**src/rtl/shiftreg_pkg.sv**
```systemverilog
// shiftreg_pkg: mode encoding, FSM state type and mode-decode helpers for shiftreg_univ
package shiftreg_pkg;
  localparam logic [2:0] M_LOAD = 3'd0;
  localparam logic [2:0] M_SHR  = 3'd1;
  localparam logic [2:0] M_SHL  = 3'd2;
  localparam logic [2:0] M_ROR  = 3'd3;
  localparam logic [2:0] M_ROL  = 3'd4;
  localparam logic [2:0] M_ASR  = 3'd5;
  localparam logic [2:0] M_NOP  = 3'd6;
  typedef enum logic [1:0] {IDLE, RUN, FIN} state_t;
  function automatic logic is_step(input logic [2:0] m);
    return m >= M_SHR && m <= M_ASR;
  endfunction
  function automatic logic is_right(input logic [2:0] m);
    return m == M_SHR || m == M_ROR || m == M_ASR;
  endfunction
endpackage

```
**src/rtl/shiftreg_step.sv**
```systemverilog
// shiftreg_step: one single-bit shift/rotate step of the register word, per mode
module shiftreg_step
  import shiftreg_pkg::*;
#(
  parameter int WIDTH = 8
) (
  input  logic [WIDTH-1:0] q,
  input  logic [2:0]       mode,
  input  logic             ser_in,
  output logic [WIDTH-1:0] q_nxt
);
  always_comb
    q_nxt = mode == M_SHR ? {ser_in, q[WIDTH-1:1]} :
            mode == M_SHL ? {q[WIDTH-2:0], ser_in} :
            mode == M_ROR ? {q[0], q[WIDTH-1:1]} :
            mode == M_ROL ? {q[WIDTH-2:0], q[WIDTH-1]} :
            mode == M_ASR ? {q[WIDTH-1], q[WIDTH-1:1]} : q;
endmodule

```
**src/rtl/shiftreg_univ.sv**
```systemverilog
// shiftreg_univ: universal shift register executing one bit step per clock for a latched command
module shiftreg_univ
  import shiftreg_pkg::*;
#(
  parameter int WIDTH = 8,
  parameter int CNT_W = $clog2(WIDTH) + 1
) (
  input  logic             clk,
  input  logic             rst_n,
  input  logic             start,
  input  logic [2:0]       mode,
  input  logic [CNT_W-1:0] amount,
  input  logic [WIDTH-1:0] d_in,
  input  logic             ser_in,
  output logic             busy,
  output logic             done,
  output logic [WIDTH-1:0] q_word,
  output logic             q_out
);
  state_t           state_q, state_d;
  logic [WIDTH-1:0] word_q, word_d, word_step;
  logic [2:0]       mode_q, mode_d;
  logic [CNT_W-1:0] cnt_q, cnt_d;
  logic             right_q, right_d;
  logic             accept;
  assign accept = state_q == IDLE && start;
  shiftreg_step #(.WIDTH(WIDTH)) u_step (
    .q      (word_q),
    .mode   (mode_q),
    .ser_in (ser_in),
    .q_nxt  (word_step)
  );
  always_comb begin
    state_d = state_q;
    word_d  = word_q;
    mode_d  = mode_q;
    cnt_d   = cnt_q;
    right_d = right_q;
    if (accept) begin
      mode_d  = mode;
      cnt_d   = amount;
      right_d = is_right(mode);
      state_d = is_step(mode) && amount != '0 ? RUN : FIN;
      word_d  = mode == M_LOAD ? d_in : word_q;
    end else if (state_q == RUN) begin
      word_d  = word_step;
      cnt_d   = cnt_q - 1'b1;
      state_d = cnt_q == CNT_W'(1) ? FIN : RUN;
    end else if (state_q == FIN) begin
      state_d = IDLE;
    end
  end
  always_ff @(posedge clk or negedge rst_n)
    if (!rst_n) begin
      state_q <= IDLE;
      word_q  <= '0;
      mode_q  <= M_NOP;
      cnt_q   <= '0;
      right_q <= 1'b1;
    end else begin
      state_q <= state_d;
      word_q  <= word_d;
      mode_q  <= mode_d;
      cnt_q   <= cnt_d;
      right_q <= right_d;
    end
  assign busy   = state_q != IDLE;
  assign done   = state_q == FIN;
  assign q_word = word_q;
  assign q_out  = right_q ? word_q[0] : word_q[WIDTH-1];
endmodule

```
**config.mk**
```make
export PLATFORM = sky130hd
export DESIGN_NAME = shiftreg_univ
export DESIGN_NICKNAME = d
export VERILOG_FILES = /design/src/rtl/shiftreg_pkg.sv /design/src/rtl/shiftreg_step.sv /design/src/rtl/shiftreg_univ.sv
export SDC_FILE = /design/constraint.sdc
export NUM_CORES = 1
export LEC_CHECK = 0
export ABC_AREA = 1
export CAP_MARGIN = 30
export CORE_AREA = 4 4 59 61
export DETAILED_ROUTE_END_ITERATION = 8
export DIE_AREA = 0 0 63 65
export PLACE_DENSITY = 0.75
export RECOVER_POWER = 25
export SLEW_MARGIN = 10
export SYNTH_ARGS = -nofsm -noshare
export SYNTH_HDL_FRONTEND = slang
export SYNTH_HIERARCHICAL = 1
export SYNTH_SLANG_ARGS = --single-unit
export TNS_END_PERCENT = 30
```
**constraint.sdc**
```tcl
create_clock -name clk -period 2.65 [get_ports clk]
set_clock_uncertainty 0.15 [all_clocks]
set_input_delay 0.3975 -clock clk [delete_from_list [all_inputs] [get_ports clk]]
set_output_delay 0.3975 -clock clk [all_outputs]
set_load 0.02 [all_outputs]
```
# Word-level counts from Yosys, hierarchy flattened
# Cells that the tools add are included.
[word_totals]
ff_bits = 18
in_bits = 19
word_cells = 52
[classes]
n_addsub = 1
n_lt_le_gt_ge = 2
eq_ne = 12
n_mux = 16
reduce_logical = 15
[ops]
columns = ["operator", "n"]
rows = [
  ["two-way mux 8 bit", 7],
  ["two-way mux 2 bit", 5],
  ["== test 3 x 2 -> 1 bit (second input constant)", 3],
  ["== test 3 bit (second input constant)", 3],
  ["two-way mux 4 bit", 2],
  ["two-way mux 7 bit", 1],
  ["== test 3 x 1 -> 1 bit (second input constant)", 2],
  ["AND reduction 3 bit", 2],
  ["nonzero test 6 bit", 1],
  ["nonzero test 5 bit", 1],
  ["== test 4 x 1 -> 1 bit (second input constant)", 1],
  ["nonzero test 2 bit", 2],
  ["nonzero test 4 bit", 1],
  ["subtractor 4 x 1 -> 4 bit (second input constant)", 1],
  [">= comparator 3 x 1 -> 1 bit (second input constant)", 1],
  ["<= comparator 3 bit (second input constant)", 1],
  ["logical AND 1 bit", 3],
  ["zero test 3 bit", 1],
  ["nonzero test 3 bit", 1],
  ["== test 2 x 1 -> 1 bit (second input constant)", 1],
  ["== test 2 bit (second input constant)", 1],
  ["zero test 2 bit", 1],
  ["logical OR 1 bit", 2],
  ["!= test 2 x 1 -> 1 bit (second input constant)", 1],
  ["two-way mux 1 bit", 1],
]

# Depth between registers and ports, before layout
# Gate-level depths: netlist of the first run.
[depth]
word_depth = 8
ltp_mapped = 12
mapped_depth_nobuf = 11

# Cells and area by module
# The synthesis of the first run kept the hierarchy.
[modules_own_cells]
columns = ["module", "instances", "cells_each", "area_per_inst_um2", "seq_area_each_um2"]
rows = [
  ["shiftreg_univ", 1, 135, 985.9, 454.2],
  ["shiftreg_step", 1, 94, 421.7, 0.0],
]

# Least setup slack after synthesis of the first run
# Ideal clock, no wire load.
[synth_path]
path_kind = "register -> register"
start = "register mode_q[2]"
end = "register word_q[1] (netlist: q_word[1])"
arrival_time_ns = 1.374
setup_slack_ns = 1.061
stages_incl_launch_ff = 10
path_buffers = 1
period_less_slack_ns = 1.589
path_cell_list = "dfstp_2 -> buf_6 -> inv_1 -> o21ai_1 -> nor2_1 -> a21oi_1 -> nand2_1 -> nand2_1 -> nand2_1 -> nand2_1"
[synth_between]
elab_chain_len = 7
word_cells_on_any_way = 13
cone_classes = "eq/ne (5); mux (6); reduce/logical (2)"
[synth_lines]
columns = ["element", "line", "rtl"]
rows = [
  ["from (decl)", "shiftreg_univ.sv:22", "logic [2:0] mode_q, mode_d;"],
  ["from (signal assigned)", "shiftreg_univ.sv:63", "mode_q <= mode_d;"],
  ["== test 3 bit", "shiftreg_step.sv:16", "mode == M_ROL ? {q[WIDTH-2:0], q[WIDTH-1]} :"],
  ["two-way mux 8 bit", "shiftreg_step.sv:16", ""],
  ["two-way mux 8 bit", "shiftreg_step.sv:15", "mode == M_ROR ? {q[0], q[WIDTH-1:1]} :"],
  ["two-way mux 8 bit", "shiftreg_step.sv:14", "mode == M_SHL ? {q[WIDTH-2:0], ser_in} :"],
  ["two-way mux 8 bit (*)", "shiftreg_step.sv:13", "q_nxt = mode == M_SHR ? {ser_in, q[WIDTH-1:1]} :"],
  ["named net word_step[1]", "shiftreg_univ.sv:21", "logic [WIDTH-1:0] word_q, word_d, word_step;"],
  ["two-way mux 8 bit (*)", "shiftreg_univ.sv:45", "end else if (state_q == RUN) begin"],
  ["two-way mux 8 bit (*)", "shiftreg_univ.sv:39", "if (accept) begin"],
  ["to (signal assigned)", "shiftreg_univ.sv:62", "word_q <= word_d;"],
  ["to (decl)", "shiftreg_univ.sv:21", ""],
]
# Mark *: on every way through the listed nets, which the timed path passes. The rest lies on a longest branch. The select of a mux whose other input is x is not followed.
# A chain may end at the register's enable or synchronous reset.

# Worst setup path after layout of the first run
[layout_path]
start = "register right_q"
end = "output port q_out"
[layout_between]
elab_chain_len = 1
[layout_lines]
columns = ["element", "line", "rtl"]
rows = [
  ["from (decl)", "shiftreg_univ.sv:24", "logic right_q, right_d;"],
  ["from (signal assigned)", "shiftreg_univ.sv:65", "right_q <= right_d;"],
  ["two-way mux 1 bit", "shiftreg_univ.sv:70", "assign q_out = right_q ? word_q[0] : word_q[WIDTH-1];"],
  ["to (decl)", "shiftreg_univ.sv:18", "output logic q_out"],
]
# No other way between the ends.

==> results of run 1 <==
==> worst register-to-register path, cell delays in order, from the launching register on <==
cell and delay, ns:
dfstp_2 0.75, inv_1 0.12, o21ai_1 0.40, nor2_1 0.08, a21oi_1 0.16, nand2_1 0.07
nand2_1 0.07, nand2_1 0.05, nand2_1 0.06
==> metrics by stage <==
stage,setup WS (ns),total power [uW],cells,cell area [um2],util
2_1_floorplan,1.06,338,229,1410,-
3_5_place_dp,0.736,382,286,1700,0.570
4_1_cts,0.536,555,290,1730,0.582
6_report,0.562,548,290,1730,0.582
3_3_place_gp,0.750,382,286,1700,0.570
5_1_grt,0.489,575,290,1730,0.582
==> sequential cells by signal, indices dropped and copies added, names as in the netlist <==
name	count
q_word	8
state_q	2
mode_q	3
right_q	1
cnt_q	4
==> logic make-up (layout without fill, tap and decap cells) <==
logic type	after synthesis	count (layout)	synth area share
simple gates	155	155	0.469
buf+inv	33	61	0.105
compound gates	20	20	0.0791
flops	18	18	0.323
fa+ha+maj	2	2	0.0178
xor+xnor	1	1	0.00622
==> cell usage in the layout, fill, tap and decap left out <==
master / count
o211ai_1: 3
clkdlybuf4s50_1: 28
inv_2: 5
nor2_1: 16
dfrtp_1: 15
nand3_2: 1
clkbuf_4: 3
a21oi_1: 13
o21ai_1: 2
nand2_1: 98
xnor2_1: 1
dlygate4sd3_1: 1
o21ai_0: 1
dfstp_2: 3
nand4_1: 3
nor2_2: 1
nand2_2: 4
inv_1: 23
nand3_1: 30
clkbuf_8: 1
ha_1: 2
nor2_4: 2
o21ai_2: 1
==> worst max path at each step <==
stage / from / endpoint / slack (ns) / cells past startpoint
floorplan: mode_q[2]$_DFFE_PN1P_ / q_word[1]$_DFFE_PN0P_ / 1.06 / 9
global placement: start / q_word[3]$_DFFE_PN0P_ / 0.75 / 7
detailed placement: start / state_q[0]$_DFFE_PN0P_ / 0.74 / 5
CTS: right_q$_DFFE_PN1P_ / q_out / 0.54 / 3
global route: mode_q[2]$_DFFE_PN1P_ / q_word[4]$_DFFE_PN0P_ / 0.49 / 8
finish: right_q$_DFFE_PN1P_ / q_out / 0.56 / 3
==> report_power, final <==
group          total (uW)  switching, uW  internal [uW]
sequential            284           5.75            279
clock                 170           86.6           83.7
combinational        92.9           48.0           44.9
total                 548            140            407
==> layout make-up <==
cell class,count,area [um2],share of cell area
flip-flops and latches,18,454,0.262
inverters,28,105,0.0607
clock buffers,4,36.3,0.0209
repair buffers,29,290,0.168
well taps,33,41.3,0.0238
multi-input cells,178,806,0.465
==> routing by layer <==
layer  vias to the layer above  wire length, um  GRT usage
met5                         -                0          0
met4                         0               36     0.0771
met3                         4              147     0.0243
met2                        31             1580      0.281
met1                       654             1650      0.229
li1                        783                -          -
==> impl_metrics.env, run 1 <==
export IMPL_cpPeakStageDelay_ns=0.60
export IMPL_max_freq_ghz=0.479
export IMPL_clk_path_buf_depth=2
export IMPL_cpMostUsedCell="nand2_1"
export IMPL_path_delay_family="buffers and inverters"
export IMPL_run_status="finished, final reports clean"
export IMPL_cp_start_kind="flip-flop"
export IMPL_cp_arrival_ns=1.54
export IMPL_synthTopCellsByCount="98 x nand2_1, 30 x nand3_1, 23 x inv_1"
export IMPL_tritoncts="built"
export IMPL_syn_nets=250
export IMPL_rsz0062_at_grt="false"
export IMPL_critical_path_buf_inv_count=1
export IMPL_final_setup_tns_ns=0
export IMPL_synth_top_area_frac=0.267
export IMPL_design_die_area_um2=4100
export IMPL_grt_max_degree=19
export IMPL_ys_seq_elements=18
export IMPL_drive_gt1_frac=0.0817
export IMPL_vias_per_cell=5.08
export IMPL_fin_hold_ws_ns=0.350
export IMPL_synth_most_common_cell="nand2_1"
export IMPL_setup_viol=0
export IMPL_gp_congestion=0.870
export IMPL_synth_yosys_warnings=6
export IMPL_path_max_fanout=2
export IMPL_synthToLayoutAreaGrowth_pct=23.1
export IMPL_wl_um=3420
export IMPL_ys_flop_type="dfrtp_1"
export IMPL_slowest_stage="clkdlybuf4s50_1"
export IMPL_ir_drop_mv=0.208
export IMPL_grt_overflow=0
export IMPL_diodes=0
export IMPL_relSlewSlack=0.458
export IMPL_fp_dieH_um=65
export IMPL_rr_endpoint="q_word[3]$_DFFE_PN0P_"
export IMPL_end_kind="output port"
export IMPL_postCtsHoldBufs=0
export IMPL_core_area_um2=2980
export IMPL_die_w_um=63
export IMPL_yosys_area_top_type="dfrtp_1"
export IMPL_postSynthCellCount=229
export IMPL_crit_required_ns=2.10
export IMPL_cts_resized=0
export IMPL_pin_count=30
export IMPL_h_tree_depth=1
export IMPL_hp_class="reg2reg"
export IMPL_whs_path_depth=2
export IMPL_hold_viol=0
export IMPL_path_class="reg2out"
export IMPL_path_cells="nand2_1 -> nand2_1 -> clkdlybuf4s50_1"
export IMPL_synthesis_area_um2=1410
export IMPL_drt_first_pass_iters=4
export IMPL_min_period_ns=2.09
export IMPL_vias=1472
export IMPL_hpwl_um=2610
export IMPL_cts_num_sinks=18
export IMPL_seq_area_frac_synth=0.323
export IMPL_powerDensity_nw_per_um2=316
export IMPL_ant_nets=0
export IMPL_fin_crit_sh=0.788
export IMPL_grt_pass1_vias=1288
export IMPL_yosys_top_cells_area="dfrtp_1 27%, nand2_1 26%, nand3_1 11%, inv_1 6.1%, dfstp_2 5.6%"
export IMPL_grt_pass1_wl_um=5690
export IMPL_root_buffer="clkbuf_4"
export IMPL_r2r_start="mode_q[2]$_DFFE_PN1P_"
export IMPL_clk_latency_ns=0.29
export IMPL_max_cap_violations=0
export IMPL_hp_start="right_q$_DFFE_PN1P_"
export IMPL_drc=0
export IMPL_post_drt_wl_per_cell_um=11.8
export IMPL_post_cts_buffers=0
export IMPL_drt_iter0_drc=95
export IMPL_tightest_slew_ns=0.811
export IMPL_drv_slew=0
export IMPL_rrSetupSlack_ns=0.69
export IMPL_synth_cell_types=22
export IMPL_min_to="right_q$_DFFE_PN1P_"
export IMPL_ys_async_sr_fraction=1.00
export IMPL_final_nets=279
export IMPL_worst_r2r_path_depth=8
export IMPL_clkTransAtPathRegs_ns=0.10
export IMPL_synth_edf_count=0
export IMPL_numCtsBuffers=3
export IMPL_antenna_found_initial=0
export IMPL_fill_cells=284
export IMPL_rows=20
export IMPL_start_util=0.473
export IMPL_p_leak_uw=0.000917
export IMPL_synth_avg_cell_area_um2=6.15
export IMPL_track_usage=0.173
export IMPL_portBuffers=29
No activity file was read; power rests on OpenSTA's default activity.
==> run 2: changes to the inputs <==
==> constraint.sdc (replaced) <==
create_clock -name clk -period 2.05 [get_ports clk]
set_clock_uncertainty 0.15 [all_clocks]
set_input_delay 0.3075 -clock clk [delete_from_list [all_inputs] [get_ports clk]]
set_output_delay 0.3075 -clock clk [all_outputs]
set_load 0.02 [all_outputs]
==> impl_metrics.env, run 2 (synthesis gave the netlist of run 1 again) <==
export IMPL_run_status="finished, final reports clean"
export IMPL_hold_viol=0
export IMPL_antenna_found_initial=0
export IMPL_relSlewSlack=0.356
export IMPL_h_tree_depth=1
export IMPL_path_max_fanout=5
export IMPL_grt_pass1_vias=1371
export IMPL_layout_common_cells="98 x nand2_1, 30 x nand3_1, 27 x clkdlybuf4s50_1"
export IMPL_path_class="reg2out"
export IMPL_wl_met1_um=1610
export IMPL_critical_path_buf_inv_count=2
export IMPL_layout_setup_ws_ns=0.0946
export IMPL_wl_met3_um=161
export IMPL_diodes=0
export IMPL_min_period_ns=1.96
export IMPL_synthToLayoutAreaGrowth_pct=25.8
export IMPL_final_setup_tns_ns=0
export IMPL_cpPeakStageDelay_ns=0.61
export IMPL_startpoint="state_q[0]$_DFFE_PN0P_"
export IMPL_fin_crit_sh=0.954
export IMPL_rsz0062_at_grt="false"
export IMPL_p_comb_frac=0.177
export IMPL_powerDensity_nw_per_um2=406
export IMPL_tightest_slew_ns=0.966
export IMPL_clk_path_buf_depth=2
export IMPL_final_common_cell="nand2_1"
export IMPL_drv_slew=0
export IMPL_cp_arrival_ns=1.50
export IMPL_pin_count=30
export IMPL_setup_viol=0
export IMPL_gp_congestion=0.888
export IMPL_hp_class="reg2reg"
export IMPL_end_kind="output port"
export IMPL_max_freq_ghz=0.511
export IMPL_numCtsBuffers=3
export IMPL_drc=0
export IMPL_path_delay_family="buffers and inverters"
export IMPL_p_sw_uw=190
export IMPL_swShare=0.264
export IMPL_max_cap_violations=0
export IMPL_pwr_share_clk=0.315
export IMPL_vias=1494
export IMPL_ir_drop_mv=0.308
export IMPL_fp_dieH_um=65
export IMPL_post_drt_wl_per_cell_um=11.7
export IMPL_cp_start_kind="flip-flop"
export IMPL_hp_start="right_q$_DFFE_PN1P_"
export IMPL_grt_overflow=0
export IMPL_design_die_area_um2=4100
export IMPL_grt_pass1_wl_um=5950
export IMPL_die_w_um=63
export IMPL_ant_nets=0
export IMPL_grt_max_degree=19
export IMPL_hpwl_um=2660
export IMPL_dp_slack_ns=0.311
export IMPL_largest_reg_flops=8
export IMPL_core_area_um2=2980
export IMPL_root_buffer="clkbuf_4"
export IMPL_clk_latency_ns=0.30
export IMPL_path_cells="inv_2 -> nand2_2 -> clkdlybuf4s50_1"
export IMPL_vias_per_cell=5.06
export IMPL_met2_length_um=1640
export IMPL_wl_um=3460
export IMPL_slowest_stage="clkdlybuf4s50_1"
export IMPL_p_int_uw=530
export IMPL_tritoncts="built"
export IMPL_track_usage=0.179
export IMPL_rows=20
export IMPL_pwr_share_seq=0.508
export IMPL_drt_iter0_drc=81
export IMPL_start_util=0.473
export IMPL_p_leak_uw=0.000956
export IMPL_portBuffers=29
export IMPL_top_layer_used="met4"
export IMPL_final_nets=284
export IMPL_drive_gt1_frac=0.0992
export IMPL_clkTransAtPathRegs_ns=0.11
export IMPL_r2r_start="mode_q[1]$_DFFE_PN1P_"
export IMPL_cts_num_sinks=18
export IMPL_drt_first_pass_iters=4
export IMPL_postCtsHoldBufs=0
export IMPL_crit_required_ns=1.59
run 2: cell count changes in the layout (fill, tap and decap cells not counted), sizes merged:
| cell | change |
|---|---|
| buf | +4 |
| clkbuf | +1 |
| clkdlybuf4s50 | -1 |
| dlymetal6s2s | +1 |
run 2: metal layers:
metal,global-route usage,vias up
met5,0,-
met4,0.0744,0
met3,0.0295,6
met2,0.295,39
met1,0.233,664
li1,-,785
run 2: tightest hold or removal path: stages, from the launching register on:
cell     delay, ns
dfstp_2       0.38
inv_1         0.06
o21ai_1       0.07
run 2: path summary, 6_finish.rpt:
kind	end	slack [ns]	depth (start not counted)
setup reg to reg	q_word[7]$_DFFE_PN0P_	0.30	10
hold reg to reg	right_q$_DFFE_PN1P_	0.36	2
setup / recovery	busy	0.09	3
max in group asynchronous	state_q[0]$_DFFE_PN0P_	0.59	2
min in group asynchronous	q_word[3]$_DFFE_PN0P_	0.51	2
hold / removal	right_q$_DFFE_PN1P_	0.36	2
run 2: area by class of cell:
type | count | area [um2]
clock buffer | 4 | 36.3
fill | 283 | 1210
inverter | 28 | 105
multi-input combinational | 178 | 806
sequential | 18 | 455
tap | 33 | 41.3
timing repair buffer | 34 | 327
run 2: power by group through the flow:
stage               clock [uW]  sequential [uW]  combinational, uW
floorplan                    0              370               66.8
global placement             0              372                129
detailed placement           0              372                128
CTS                        230              366                129
global route               246              367                145
finish                     227              365                128
run 2: through the flow:
step	cells	hold WS [ns]	total power [uW]	cell area [um2]	util
after detailed placement	291	0.343	501	1730	0.582
final	295	0.361	720	1770	0.595
after global placement	291	0.342	501	1730	0.582
after global routing	295	0.395	758	1770	0.595
after CTS	295	0.180	725	1770	0.595
after floorplan	229	-0.138	437	1410	-
run 2: what timing repair did:
action,4_1_cts,5_1_grt
setup endpoints to repair,0,2
gates resized for setup,0,2
setup buffers,0,0
==> run 3: changes to the inputs <==
==> constraint.sdc (replaced) <==
create_clock -name clk -period 2.2 [get_ports clk]
set_clock_uncertainty 0.15 [all_clocks]
set_input_delay 0.33 -clock clk [delete_from_list [all_inputs] [get_ports clk]]
set_output_delay 0.33 -clock clk [all_outputs]
set_load 0.02 [all_outputs]
==> impl_metrics.env, run 3 (synthesis gave the netlist of run 1 again) <==
export IMPL_cp_arrival_ns=1.56
export IMPL_drt_first_pass_iters=4
export IMPL_postCtsHoldBufs=0
export IMPL_path_delay_family="buffers and inverters"
export IMPL_clk_path_buf_depth=2
export IMPL_hp_class="reg2reg"
export IMPL_tightest_slew_ns=1.02
export IMPL_path_cells="nand2_1 -> nand2_1 -> clkdlybuf4s50_1"
export IMPL_cpMostUsedCell="nand2_1"
export IMPL_cts_resized=0
export IMPL_clk_latency_ns=0.30
export IMPL_final_nets=282
export IMPL_vias=1509
export IMPL_p_leak_uw=0.000922
export IMPL_final_setup_tns_ns=0
export IMPL_clkTransAtPathRegs_ns=0.11
export IMPL_path_class="reg2out"
export IMPL_rows=20
export IMPL_grt_max_degree=19
export IMPL_vias_per_cell=5.15
export IMPL_tritoncts="built"
export IMPL_fin_hold_ws_ns=0.349
export IMPL_drv_slew=0
export IMPL_cpPeakStageDelay_ns=0.61
export IMPL_cp_start_kind="flip-flop"
export IMPL_grt_pass1_wl_um=6320
export IMPL_register_area_um2=454
export IMPL_post_cts_buffers=0
export IMPL_multiInputGateArea_um2=806
export IMPL_powerDensity_nw_per_um2=363
export IMPL_fp_dieH_um=65
export IMPL_drive_gt1_frac=0.0846
export IMPL_drc=0
export IMPL_die_w_um=63
export IMPL_hold_viol=0
export IMPL_layout_common_cells="98 x nand2_1, 30 x nand3_1, 28 x clkdlybuf4s50_1"
export IMPL_portBuffers=29
export IMPL_synthToLayoutAreaGrowth_pct=23.7
export IMPL_fill_cells=300
export IMPL_setup_viol=0
export IMPL_critical_path_buf_inv_count=1
export IMPL_post_drt_wl_per_cell_um=12.5
export IMPL_relSlewSlack=0.319
export IMPL_run_status="finished, final reports clean"
export IMPL_grt_pass1_vias=1434
export IMPL_core_area_um2=2980
export IMPL_wl_um=3680
export IMPL_drt_iter0_drc=84
export IMPL_numCtsBuffers=3
export IMPL_crit_required_ns=1.72
export IMPL_antenna_found_initial=0
export IMPL_ant_nets=0
export IMPL_largest_reg_flops=8
export IMPL_cts_num_sinks=18
export IMPL_path_max_fanout=2
export IMPL_track_usage=0.195
export IMPL_min_period_ns=2.04
export IMPL_max_cap_violations=0
export IMPL_gp_congestion=0.895
export IMPL_slowest_stage="clkdlybuf4s50_1"
export IMPL_start_util=0.473
export IMPL_rsz0062_at_grt="false"
export IMPL_pin_count=30
export IMPL_hpwl_um=2660
export IMPL_final_common_cell="nand2_1"
export IMPL_diodes=0
export IMPL_grt_overflow=0
export IMPL_end_kind="output port"
export IMPL_root_buffer="clkbuf_4"
export IMPL_max_freq_ghz=0.490
export IMPL_fin_crit_sh=0.927
export IMPL_ir_drop_mv=0.291
export IMPL_design_die_area_um2=4100
export IMPL_h_tree_depth=1
## run 3: area by class of cell
| cell class | count | area share |
|---|---|---|
| sequential | 18 | 0.261 |
| inverter | 28 | 0.0603 |
| multi-input combinational | 178 | 0.463 |
| tap | 33 | 0.0237 |
| clock buffer | 4 | 0.0151 |
| timing repair buffer | 32 | 0.177 |
## run 3: worst paths after layout
path | endpoint | cells after the start | start | slack (ns)
worst max-delay path | q_out | 3 | right_q$_DFFE_PN1P_ | 0.16
worst min-delay path | right_q$_DFFE_PN1P_ | 2 | right_q$_DFFE_PN1P_ | 0.35
worst max register to register | q_word[6]$_DFFE_PN0P_ | 8 | mode_q[1]$_DFFE_PN1P_ | 0.21
worst min register to register | right_q$_DFFE_PN1P_ | 2 | right_q$_DFFE_PN1P_ | 0.35
max in group asynchronous | cnt_q[0]$_DFFE_PN0P_ | 2 | rst_n | 0.73
min in group asynchronous | q_word[4]$_DFFE_PN0P_ | 2 | rst_n | 0.56
## run 3: per-layer routing
| metal | share of wire | track usage | vias to the layer above |
|---|---|---|---|
| met2 | 0.47 | 0.308 | 42 |
| met5 | 0 | 0 | - |
| met3 | 0.054 | 0.0659 | 2 |
| li1 | - | - | 784 |
| met4 | 0.0057 | 0.0661 | 0 |
| met1 | 0.47 | 0.247 | 681 |
## run 3: per-stage QoR
stage          setup WS, ns  total power [uW]  area [um2]  utilization  cells
2_1_floorplan         0.611               407        1410            -    229
3_3_place_gp          0.321               461        1720        0.577    289
3_5_place_dp          0.294               461        1720        0.577    289
4_1_cts               0.145               640        1750        0.586    293
5_1_grt              0.0824               675        1740        0.585    293
6_report              0.161               633        1740        0.585    293
## run 3: where the power goes
group | switching, uW | internal, uW | leakage [uW]
Sequential | 6.49 | 336 | 0.000208
Clock | 108 | 70.7 | 0.0000150
Combinational | 57.6 | 54.4 | 0.000698
Total | 172 | 461 | 0.000922
## run 3: worst min-delay path, stage by stage (launching register included)
cell and delay [ns]:
dfstp_2 0.38, inv_1 0.06, o21ai_1 0.06
